**config.mk**
```make
export PLATFORM = sky130hd
export DESIGN_NAME = ps2_keycode_rx
export DESIGN_NICKNAME = d
export VERILOG_FILES = /design/src/rtl/ps2_pkg.sv /design/src/rtl/ps2_frame_rx.sv /design/src/rtl/ps2_keycode_rx.sv
export SDC_FILE = /design/constraint.sdc
export NUM_CORES = 1
export LEC_CHECK = 0
export CAP_MARGIN = 10
export CORE_UTILIZATION = 40
export DETAILED_ROUTE_END_ITERATION = 8
export PLACE_DENSITY = 0.58
export SETUP_SLACK_MARGIN = 0.5
export SLEW_MARGIN = 20
export SYNTH_ARGS = -nofsm -noshare
export SYNTH_HDL_FRONTEND = slang
export SYNTH_SLANG_ARGS = --single-unit
```
**constraint.sdc**
```tcl
create_clock -name Clk -period 4.09 [get_ports Clk]
set_input_delay 0.409 -clock Clk [delete_from_list [all_inputs] [get_ports Clk]]
set_output_delay 0.409 -clock Clk [all_outputs]
set_load 0.01 [all_outputs]
```
**src/rtl/ps2_pkg.sv**
```systemverilog
// ps2_pkg: shared types, scan-code constants and the set-2 to HID lookup for the PS/2 keycode receiver.
// Ports: none (package). Imported by ps2_frame_rx and ps2_keycode_rx.
// Optional feature macro used by the importing top: PS2_TWO_KEY_EN.
package ps2_pkg;

    typedef enum logic [1:0] {
        IDLE    = 2'd0,
        EXT     = 2'd1,
        BRK     = 2'd2,
        EXT_BRK = 2'd3
    } dec_state_t;

    localparam logic [7:0] PS2_EXT = 8'hE0;
    localparam logic [7:0] PS2_BRK = 8'hF0;

    localparam logic [7:0] HID_UP    = 8'h52;
    localparam logic [7:0] HID_DOWN  = 8'h51;
    localparam logic [7:0] HID_LEFT  = 8'h50;
    localparam logic [7:0] HID_RIGHT = 8'h4F;
    localparam logic [7:0] HID_W     = 8'h1A;
    localparam logic [7:0] HID_A     = 8'h04;
    localparam logic [7:0] HID_S     = 8'h16;
    localparam logic [7:0] HID_D     = 8'h07;
    localparam logic [7:0] HID_ENTER = 8'h28;
    localparam logic [7:0] HID_SPACE = 8'h2C;
    localparam logic [7:0] HID_ESC   = 8'h29;

    // Returns {hit, hid}. Extended and plain tables are disjoint on purpose:
    // an arrow code without its E0 prefix is not a recognised key.
    function automatic logic [8:0] set2_to_hid(input logic ext, input logic [7:0] code);
        logic [8:0] r;
        r = 9'h000;
        if (ext) begin
            case (code)
                8'h75:   r = {1'b1, HID_UP};
                8'h72:   r = {1'b1, HID_DOWN};
                8'h6B:   r = {1'b1, HID_LEFT};
                8'h74:   r = {1'b1, HID_RIGHT};
                default: r = 9'h000;
            endcase
        end else begin
            case (code)
                8'h1D:   r = {1'b1, HID_W};
                8'h1C:   r = {1'b1, HID_A};
                8'h1B:   r = {1'b1, HID_S};
                8'h23:   r = {1'b1, HID_D};
                8'h5A:   r = {1'b1, HID_ENTER};
                8'h29:   r = {1'b1, HID_SPACE};
                8'h76:   r = {1'b1, HID_ESC};
                default: r = 9'h000;
            endcase
        end
        return r;
    endfunction

endpackage

```
**src/rtl/ps2_frame_rx.sv**
```systemverilog
// ps2_frame_rx: synchronises PS2_CLK/PS2_DAT, frames 11-bit PS/2 words, checks start/parity/stop and inactivity timeout.
// Ports: i_clk, i_rst (async, active-high), i_ps2_clk, i_ps2_dat in; o_byte_valid (1-cycle pulse), o_byte, o_frame_err (1-cycle pulse) out.
// Latency: o_byte_valid/o_byte one cycle after the stop-bit falling edge is detected; no backpressure (keyboard cannot be stalled).
module ps2_frame_rx
    import ps2_pkg::*;
#(
    parameter int TIMEOUT_CYCLES = 50000,
    parameter int SYNC_STAGES    = 2
) (
    input  logic       i_clk,
    input  logic       i_rst,
    input  logic       i_ps2_clk,
    input  logic       i_ps2_dat,
    output logic       o_byte_valid,
    output logic [7:0] o_byte,
    output logic       o_frame_err
);
    localparam int TW = $clog2(TIMEOUT_CYCLES + 1);
    localparam logic [TW-1:0] TO_LIMIT = TW'(TIMEOUT_CYCLES - 1);

    logic [SYNC_STAGES-1:0] r_clk_sync;
    logic [SYNC_STAGES-1:0] r_dat_sync;
    logic                   r_clk_prev;
    logic [3:0]             r_bit_cnt;
    logic [TW-1:0]          r_to_cnt;
    logic [7:0]             r_data;
    logic                   r_par;
    logic [7:0]             r_byte;
    logic                   r_valid;
    logic                   r_err;

    logic w_clk_s;
    logic w_dat_s;
    logic w_fall;

    assign w_clk_s = r_clk_sync[SYNC_STAGES-1];
    assign w_dat_s = r_dat_sync[SYNC_STAGES-1];
    assign w_fall  = r_clk_prev & ~w_clk_s;

    // Sync flops reset to 1 (idle bus level) so release of reset never looks like an edge.
    always_ff @(posedge i_clk or posedge i_rst) begin
        if (i_rst) begin
            r_clk_sync <= '1;
            r_dat_sync <= '1;
            r_clk_prev <= 1'b1;
        end else begin
            r_clk_sync <= {r_clk_sync[SYNC_STAGES-2:0], i_ps2_clk};
            r_dat_sync <= {r_dat_sync[SYNC_STAGES-2:0], i_ps2_dat};
            r_clk_prev <= w_clk_s;
        end
    end

    always_ff @(posedge i_clk or posedge i_rst) begin
        if (i_rst) begin
            r_bit_cnt <= 4'd0;
            r_to_cnt  <= '0;
            r_data    <= 8'h00;
            r_par     <= 1'b0;
            r_byte    <= 8'h00;
            r_valid   <= 1'b0;
            r_err     <= 1'b0;
        end else begin
            r_valid <= 1'b0;
            r_err   <= 1'b0;
            if (w_fall) begin
                // An edge always beats a coincident timeout.
                r_to_cnt <= '0;
                if (r_bit_cnt == 4'd0) begin
                    if (w_dat_s) r_err <= 1'b1;
                    else         r_bit_cnt <= 4'd1;
                end else if (r_bit_cnt <= 4'd8) begin
                    r_data    <= {w_dat_s, r_data[7:1]};
                    r_bit_cnt <= r_bit_cnt + 4'd1;
                end else if (r_bit_cnt == 4'd9) begin
                    r_par     <= w_dat_s;
                    r_bit_cnt <= 4'd10;
                end else begin
                    // Start was already proven 0 when leaving count 0.
                    r_bit_cnt <= 4'd0;
                    if (w_dat_s && (^{r_data, r_par})) begin
                        r_valid <= 1'b1;
                        r_byte  <= r_data;
                    end else begin
                        r_err <= 1'b1;
                    end
                end
            end else if (r_bit_cnt != 4'd0) begin
                if (r_to_cnt == TO_LIMIT) begin
                    r_err     <= 1'b1;
                    r_bit_cnt <= 4'd0;
                    r_to_cnt  <= '0;
                end else begin
                    r_to_cnt <= r_to_cnt + 1'b1;
                end
            end else begin
                r_to_cnt <= '0;
            end
        end
    end

    assign o_byte_valid = r_valid;
    assign o_byte       = r_byte;
    assign o_frame_err  = r_err;

endmodule

```
**src/rtl/ps2_keycode_rx.sv**
```systemverilog
// ps2_keycode_rx: PS/2 set-2 keyboard receiver producing the 16-bit HID keycode word used by the game logic.
// Ports: Clk, Reset (async, active-high), PS2_CLK, PS2_DAT in; keycode[15:0], key_valid, frame_err, scan_byte[7:0] out.
// Latency: keycode/key_valid 2 Clk after stop-bit edge detect; no backpressure. Macro PS2_TWO_KEY_EN enables a second held-key slot.
module ps2_keycode_rx
    import ps2_pkg::*;
#(
    parameter int TIMEOUT_CYCLES = 50000,
    parameter int SYNC_STAGES    = 2
) (
    input  logic        Clk,
    input  logic        Reset,
    input  logic        PS2_CLK,
    input  logic        PS2_DAT,
    output logic [15:0] keycode,
    output logic        key_valid,
    output logic        frame_err,
    output logic [7:0]  scan_byte
);
    logic       w_byte_valid;
    logic [7:0] w_byte;
    logic       w_frame_err;

    ps2_frame_rx #(
        .TIMEOUT_CYCLES (TIMEOUT_CYCLES),
        .SYNC_STAGES    (SYNC_STAGES)
    ) u_frame (
        .i_clk        (Clk),
        .i_rst        (Reset),
        .i_ps2_clk    (PS2_CLK),
        .i_ps2_dat    (PS2_DAT),
        .o_byte_valid (w_byte_valid),
        .o_byte       (w_byte),
        .o_frame_err  (w_frame_err)
    );

    dec_state_t  r_state;
    logic [15:0] r_keycode;
    logic        r_key_valid;

    dec_state_t  w_state_nxt;
    logic [15:0] w_keycode_nxt;
    logic        w_key_valid_nxt;
    logic [8:0]  w_map;
    logic        w_ext;
    logic        w_make;
    logic        w_break;

    assign w_ext = (r_state == EXT) || (r_state == EXT_BRK);
    assign w_map = set2_to_hid(w_ext, w_byte);

    always_ff @(posedge Clk or posedge Reset) begin
        if (Reset) begin
            r_state     <= IDLE;
            r_keycode   <= 16'h0000;
            r_key_valid <= 1'b0;
        end else begin
            r_state     <= w_state_nxt;
            r_keycode   <= w_keycode_nxt;
            r_key_valid <= w_key_valid_nxt;
        end
    end

    always_comb begin
        w_state_nxt = r_state;
        w_make      = 1'b0;
        w_break     = 1'b0;
        if (w_byte_valid) begin
            case (r_state)
                IDLE: begin
                    if (w_byte == PS2_EXT)      w_state_nxt = EXT;
                    else if (w_byte == PS2_BRK) w_state_nxt = BRK;
                    else                        w_make = w_map[8];
                end
                EXT: begin
                    if (w_byte == PS2_BRK) begin
                        w_state_nxt = EXT_BRK;
                    end else begin
                        w_state_nxt = IDLE;
                        w_make      = w_map[8];
                    end
                end
                BRK, EXT_BRK: begin
                    w_state_nxt = IDLE;
                    w_break     = w_map[8];
                end
                default: w_state_nxt = IDLE;
            endcase
        end
    end

    // HID codes are never 0, so comparing against an empty slot cannot match.
    always_comb begin
        w_keycode_nxt   = r_keycode;
        w_key_valid_nxt = w_make | w_break;
`ifdef PS2_TWO_KEY_EN
        if (w_make) begin
            if (w_map[7:0] != r_keycode[7:0] && w_map[7:0] != r_keycode[15:8]) begin
                if (r_keycode[7:0] != 8'h00) w_keycode_nxt = {r_keycode[7:0], w_map[7:0]};
                else                         w_keycode_nxt = {8'h00, w_map[7:0]};
            end
        end else if (w_break) begin
            if (w_map[7:0] == r_keycode[7:0])       w_keycode_nxt = {8'h00, r_keycode[15:8]};
            else if (w_map[7:0] == r_keycode[15:8]) w_keycode_nxt = {8'h00, r_keycode[7:0]};
        end
`else
        if (w_make) begin
            w_keycode_nxt = {8'h00, w_map[7:0]};
        end else if (w_break) begin
            if (w_map[7:0] == r_keycode[7:0]) w_keycode_nxt = 16'h0000;
        end
`endif
    end

    assign keycode   = r_keycode;
    assign key_valid = r_key_valid;
    assign frame_err = w_frame_err;
    assign scan_byte = w_byte;

endmodule

```
## After elaboration in Yosys (flattened, before gate mapping)

Cells that the tools add are included.
Widths: inputs -> output; s select.

- Latch bits: 0
- Flip-flop bits (word level): 63
- Memories kept: 0
- Output and inout bits: 26
- Bits in read-only memories: 0
- Memory bits (writable): 0
- Input port bits: 4

- Shift operators: 0
- Add/subtract/negate cells: 2
- Reductions and logical operators: 17
- Multipliers: 0
- Mux-type cells: 39
- Divide/modulo/power cells: 0
- Magnitude comparators: 1
- Equality and inequality tests: 21
- Bitwise logic cells: 6

Operators by type and width:

| cell | count |
|---|---|
| $mux 16 | 6 |
| $pmux 9 s7 | 1 |
| $eq 8x7->1 const B | 6 |
| $pmux 9 s4 | 1 |
| $mux 4 | 7 |
| $eq 8x5->1 const B | 3 |
| $mux 1 | 18 |
| $add 16x1->16 const B | 1 |
| $eq 16x16->1 const B | 1 |
| $eq 8x6->1 const B | 2 |
| $eq 8x8->1 const B | 2 |
| $mux 9 | 1 |
| $reduce_xor 9->1 | 1 |
| $eq 8x8->1 | 1 |
| $reduce_bool 2->1 | 4 |
| $mux 2 | 3 |
| $ne 3x3->1 const B | 2 |
| $pmux 2 s3 | 1 |
| $reduce_and 3->1 | 2 |
| $reduce_and 5->1 | 1 |
| $add 4x1->4 const B | 1 |
| $eq 2x2->1 const B | 2 |
| $eq 4x4->1 const B | 1 |
| $le 4x4->1 const B | 1 |
| 13 further kinds | 17 |

## Longest topological paths before layout

- Depth in word-level cells: 9
- Mapped depth: 8
- Depth with buffers taken out: 8

## Modules after synthesis

A second synthesis with hierarchy kept.

- Cell total of the unflattened synthesis: 301
- Area total of the unflattened synthesis: 3106.7 um^2

Modules (own cells, without submodules):

| module | instances | area an instance (um^2) | cells each |
|---|---|---|---|
| ps2_frame_rx | 1 | 2014.4 | 176 |
| ps2_keycode_rx | 1 | 1092.3 | 125 |

## Worst setup path before layout

OpenSTA, ideal clock, no wires.

- Path type: register to register
- Start: register u_frame.r_byte[2], in the netlist u_frame.o_byte[2]
- End: register r_keycode[1], in the netlist keycode[1]
- Cell stages (with the launch flop): 9
- Data required time: 3.956 ns
- Arrival: 2.263 ns
- Slack: 1.693 ns
- Period minus slack after synthesis: 2.397 ns
- Path through: dfrtp_1 buf_2 or3b_1 a2111oi_4 o21a_1 a211oi_1 xnor2_1 nor4b_4 nor2_1

- Cells in the longest elaborated chain, start to end: 9

RTL lines:

| item | RTL line | text |
|---|---|---|
| start: declaration | ps2_frame_rx.sv:28 | `logic [7:0] r_byte;` |
| start signal: assignment | ps2_frame_rx.sv:82 | `r_byte <= r_data;` |
| $eq 8x7->1, or another cell as far along | ps2_pkg.sv:42 | `case (code)` |
| $pmux 9 s7 / $pmux 9 s4 (equally long branches) | ps2_pkg.sv:42, ps2_pkg.sv:34 |  |
| $mux 9 | ps2_pkg.sv:33 | `if (ext) begin` |
| $mux 1 | ps2_keycode_rx.sv:71, ps2_keycode_rx.sv:75 |  |
| $mux 1 | ps2_keycode_rx.sv:70 | `if (w_byte == PS2_EXT) w_state_nxt = EXT;` |
| $pmux 1 s2 | ps2_keycode_rx.sv:68 | `case (r_state)` |
| $mux 1 | ps2_keycode_rx.sv:67 | `if (w_byte_valid) begin` |
| $reduce_bool 2->1 (no source line) | - |  |
| $reduce_and 2->1 (no source line) | - |  |
| end signal: assignment | ps2_keycode_rx.sv:58 | `r_keycode <= w_keycode_nxt;` |
| end: declaration | ps2_keycode_rx.sv:37 | `logic [15:0] r_keycode;` |

Several ways; a longest one is shown, not always the timed one.
A chain may end at the register's enable or synchronous reset.

## Worst setup path after layout

- Start: register u_frame.r_byte[4], in the netlist u_frame.o_byte[4]
- End: register r_keycode[1], in the netlist keycode[1]

The elaborated chain is that of the path after synthesis.

==> impl_metrics.json <==
{
  "outcome": "complete, no violations",
  "fin_cells": 405,
  "first_global_vias": 1961,
  "min_period_over_period_pct": 64.9,
  "root_buffer": "clkbuf_8",
  "design.core.area_sq_mm": 0.00721,
  "first_pass_iters": 4,
  "antenna_found_initial": 0,
  "cts_tree": "done",
  "seqCellArea_sq_mm": 0.00136,
  "vias_per_cell": 5.11,
  "die_y_um": 88.2,
  "vias": 2068,
  "fillers": 718,
  "synthArstFlopShare_pct": 100,
  "io_buffers": 20,
  "synth_cell_types": 52,
  "antenna_left": 0,
  "synthCells": 288,
  "grt_first_pass_wirelength_um": 9430,
  "crit_arrival_ns": 2.83,
  "slew_violations": 0,
  "grt_max_degree": 44,
  "drive_gt1_share_pct": 13.1,
  "crit_fanout": 18,
  "clk_latency_ns": 0.30,
  "synth_edf_count": 0,
  "clockBufferDepth": 2,
  "finalHoldViolations": 0,
  "yosysWarnings": 0,
  "cp-end-kind": "register",
  "postSynthAreaPerCell_sq_um": 10.3,
  "post_cts_buffers": 0,
  "hold_start": "u_frame.r_dat_sync[0]",
  "post_cts_resized": 0,
  "wl_per_cell_um": 13.6,
  "rsz0062_at_grt": "no",
  "ys_ff_latch": 54,
  "multiInputGateArea_sq_mm": 0.00151,
  "hpwlAfterDp_um": 3980,
  "io_pins": 30,
  "drc_errors": 0,
  "crit_required_ns": 4.26,
  "overflow": 0,
  "clock_sinks": 54,
  "ir_drop_mv": 0.384,
  "period_needed_ns": 2.66,
  "start_util_pct": 41.2,
  "criticalPathCategory": "reg2reg",
  "antennaDiodeCount": 0,
  "maxCapViolCount": 0,
  "htree_num_levels": 2,
  "finalSetupViolCount": 0,
  "fin_setup_tns_ns": 0,
  "grtUsageTotal_pct": 15.5,
  "drtIter0Drc": 142,
  "max_slew_margin_pct": 40.8,
  "synth_flop_cell": "dfrtp_1",
  "area_growth_pct": 11.9,
  "finalPower_mw": 1.34,
  "dieArea_sq_mm": 0.00778,
  "reg2reg_from": "u_frame.o_byte[4]",
  "powerDensity_mw_per_mm2": 404,
  "worstMarginPinSlew_ns": 0.887,
  "place.gp.congestion": 0.834,
  "hold_buffers": 0,
  "p_leak_nw": 1.45,
  "dp.cells": 397,
  "fmax_ghz": 0.377,
  "fin_util_pct": 46.1,
  "rows": 31,
  "synth_area_sq_mm": 0.00297,
  "clkTransAtPathRegs_ns": 0.10,
  "fin_worst_skew_ns": 0.00706,
  "startpoint_type": "register",
  "yosysSeqAreaShare_pct": 45.7,
  "cts_buffers": 5,
  "startpoint": "u_frame.o_byte[4]",
  "wirelength_um": 5520,
  "fin_nets": 313,
  "holdWs_ns": 0.360,
  "die_w_um": 88.2,
  "min_path_type": "reg2reg"
}
## final timing paths
check	to	slack (ns)	depth (start not counted)
max	keycode[1]	1.43	7
min	u_frame.r_dat_sync[1]	0.36	0
max reg2reg	keycode[1]	1.43	7
min reg2reg	u_frame.r_dat_sync[1]	0.36	0
max in group asynchronous	u_frame.r_clk_prev	2.70	3
min in group asynchronous	u_frame.r_to_cnt[14]	0.61	2
## cells in the final DEF, fill, tap and decap left out, types with 5 or more instances in the layout
cell type	synthesis	routed
clkdlybuf4s50_1	0	20
clkbuf_8	0	6
and3_1	6	6
conb_1	1	9
nand2b_1	5	5
inv_1	7	6
dfstp_2	5	5
xnor2_1	17	17
dfrtp_1	49	49
nor2_1	30	30
nor2b_1	6	6
nand2_1	14	14
and4_1	5	5
xor2_1	10	10
nand3_1	13	13
mux2_2	18	18
a21oi_1	8	8
nand4_1	6	6
nor3b_1	5	5
o211ai_1	6	6
## cell families after synthesis
group	Yosys count	synth area share, %
other	1	0.126
XOR/XNOR	27	7.95
flip-flops	54	45.7
multiplexers	22	8.16
adder cells (fa/ha/maj)	4	1.68
buffers and inverters	26	4.46
AO/OA/AOI/OAI	41	10.4
AND/OR/NAND/NOR	113	21.5
## layer usage
layer / wire length, um / part of all wire [%] / up-vias / track usage (%)
met5: 0 / 0 / - / 0
li1: - / - / 1034 / -
met3: 194 / 3.5 / 4 / 3.45
met1: 2790 / 51 / 999 / 22.7
met4: 41 / 0.74 / 0 / 3.37
met2: 2500 / 45 / 31 / 23.5
## registers in the layout, indices dropped and copies added, names as in the netlist, 2 cells and up
signal,flops
u_frame.r_bit_cnt,4
r_state,2
u_frame.r_data,8
u_frame.r_to_cnt,16
keycode,7
u_frame.r_dat_sync,2
u_frame.o_byte,8
u_frame.r_clk_sync,2
## Yosys cell counts (3+ instances only)
cell type  instances  area, sq um
nor2b_1            6         37.5
and3_1             6         37.5
clkbuf_1           9         33.8
buf_4              9         67.6
nand2_1           14         52.6
inv_1              7         26.3
nand3_1           13         65.1
nor2_1            30          113
nor3b_1            5         37.5
nand4_1            6         37.5
and4_1             5         43.8
and3b_1            4         35.0
mux2i_1            4         40.0
a21o_1             3         22.5
xor2_1            10         87.6
o211ai_1           6         45.0
and2_1             3         18.8
xnor2_1           17          149
dfstp_2            5          131
o22ai_1            3         18.8
nand2b_1           5         31.3
a21oi_1            8         40.0
mux2_2            18          203
dfrtp_1           49         1230
o21ai_0            4         20.0
ha_1               4         50.1
## through the flow
step / setup slack [ns] / instance area (sq um)
3_3_place_gp: 1.45 / 3230
6_report: 1.43 / 3330
3_5_place_dp: 1.48 / 3230
5_1_grt: 1.23 / 3330
2_1_floorplan: 1.69 / 3000
4_1_cts: 1.45 / 3330
## cell type report
cell class,count,area share (%)
clock buffers,6,2.48
clock inverters,2,0.489
inverters,7,0.790
multi-input cells,216,45.5
flip-flops and latches,54,40.8
well taps,99,3.72
repair buffers,21,6.24
## worst max-delay path, stage by stage, from the launching register on
cell and delay, ns:
dfrtp_1 0.57, nor4b_1 0.57, and4_1 0.36, o21a_1 0.16, a211oi_1 0.07, xnor2_1 0.21
nor4b_4 0.48, nor2_1 0.10
## power breakdown
group / switching (mW) / internal (mW)
clock network: 0.174 / 0.140
registers: 0.0800 / 0.606
logic: 0.166 / 0.179
(Power assumes the default switching activity.)
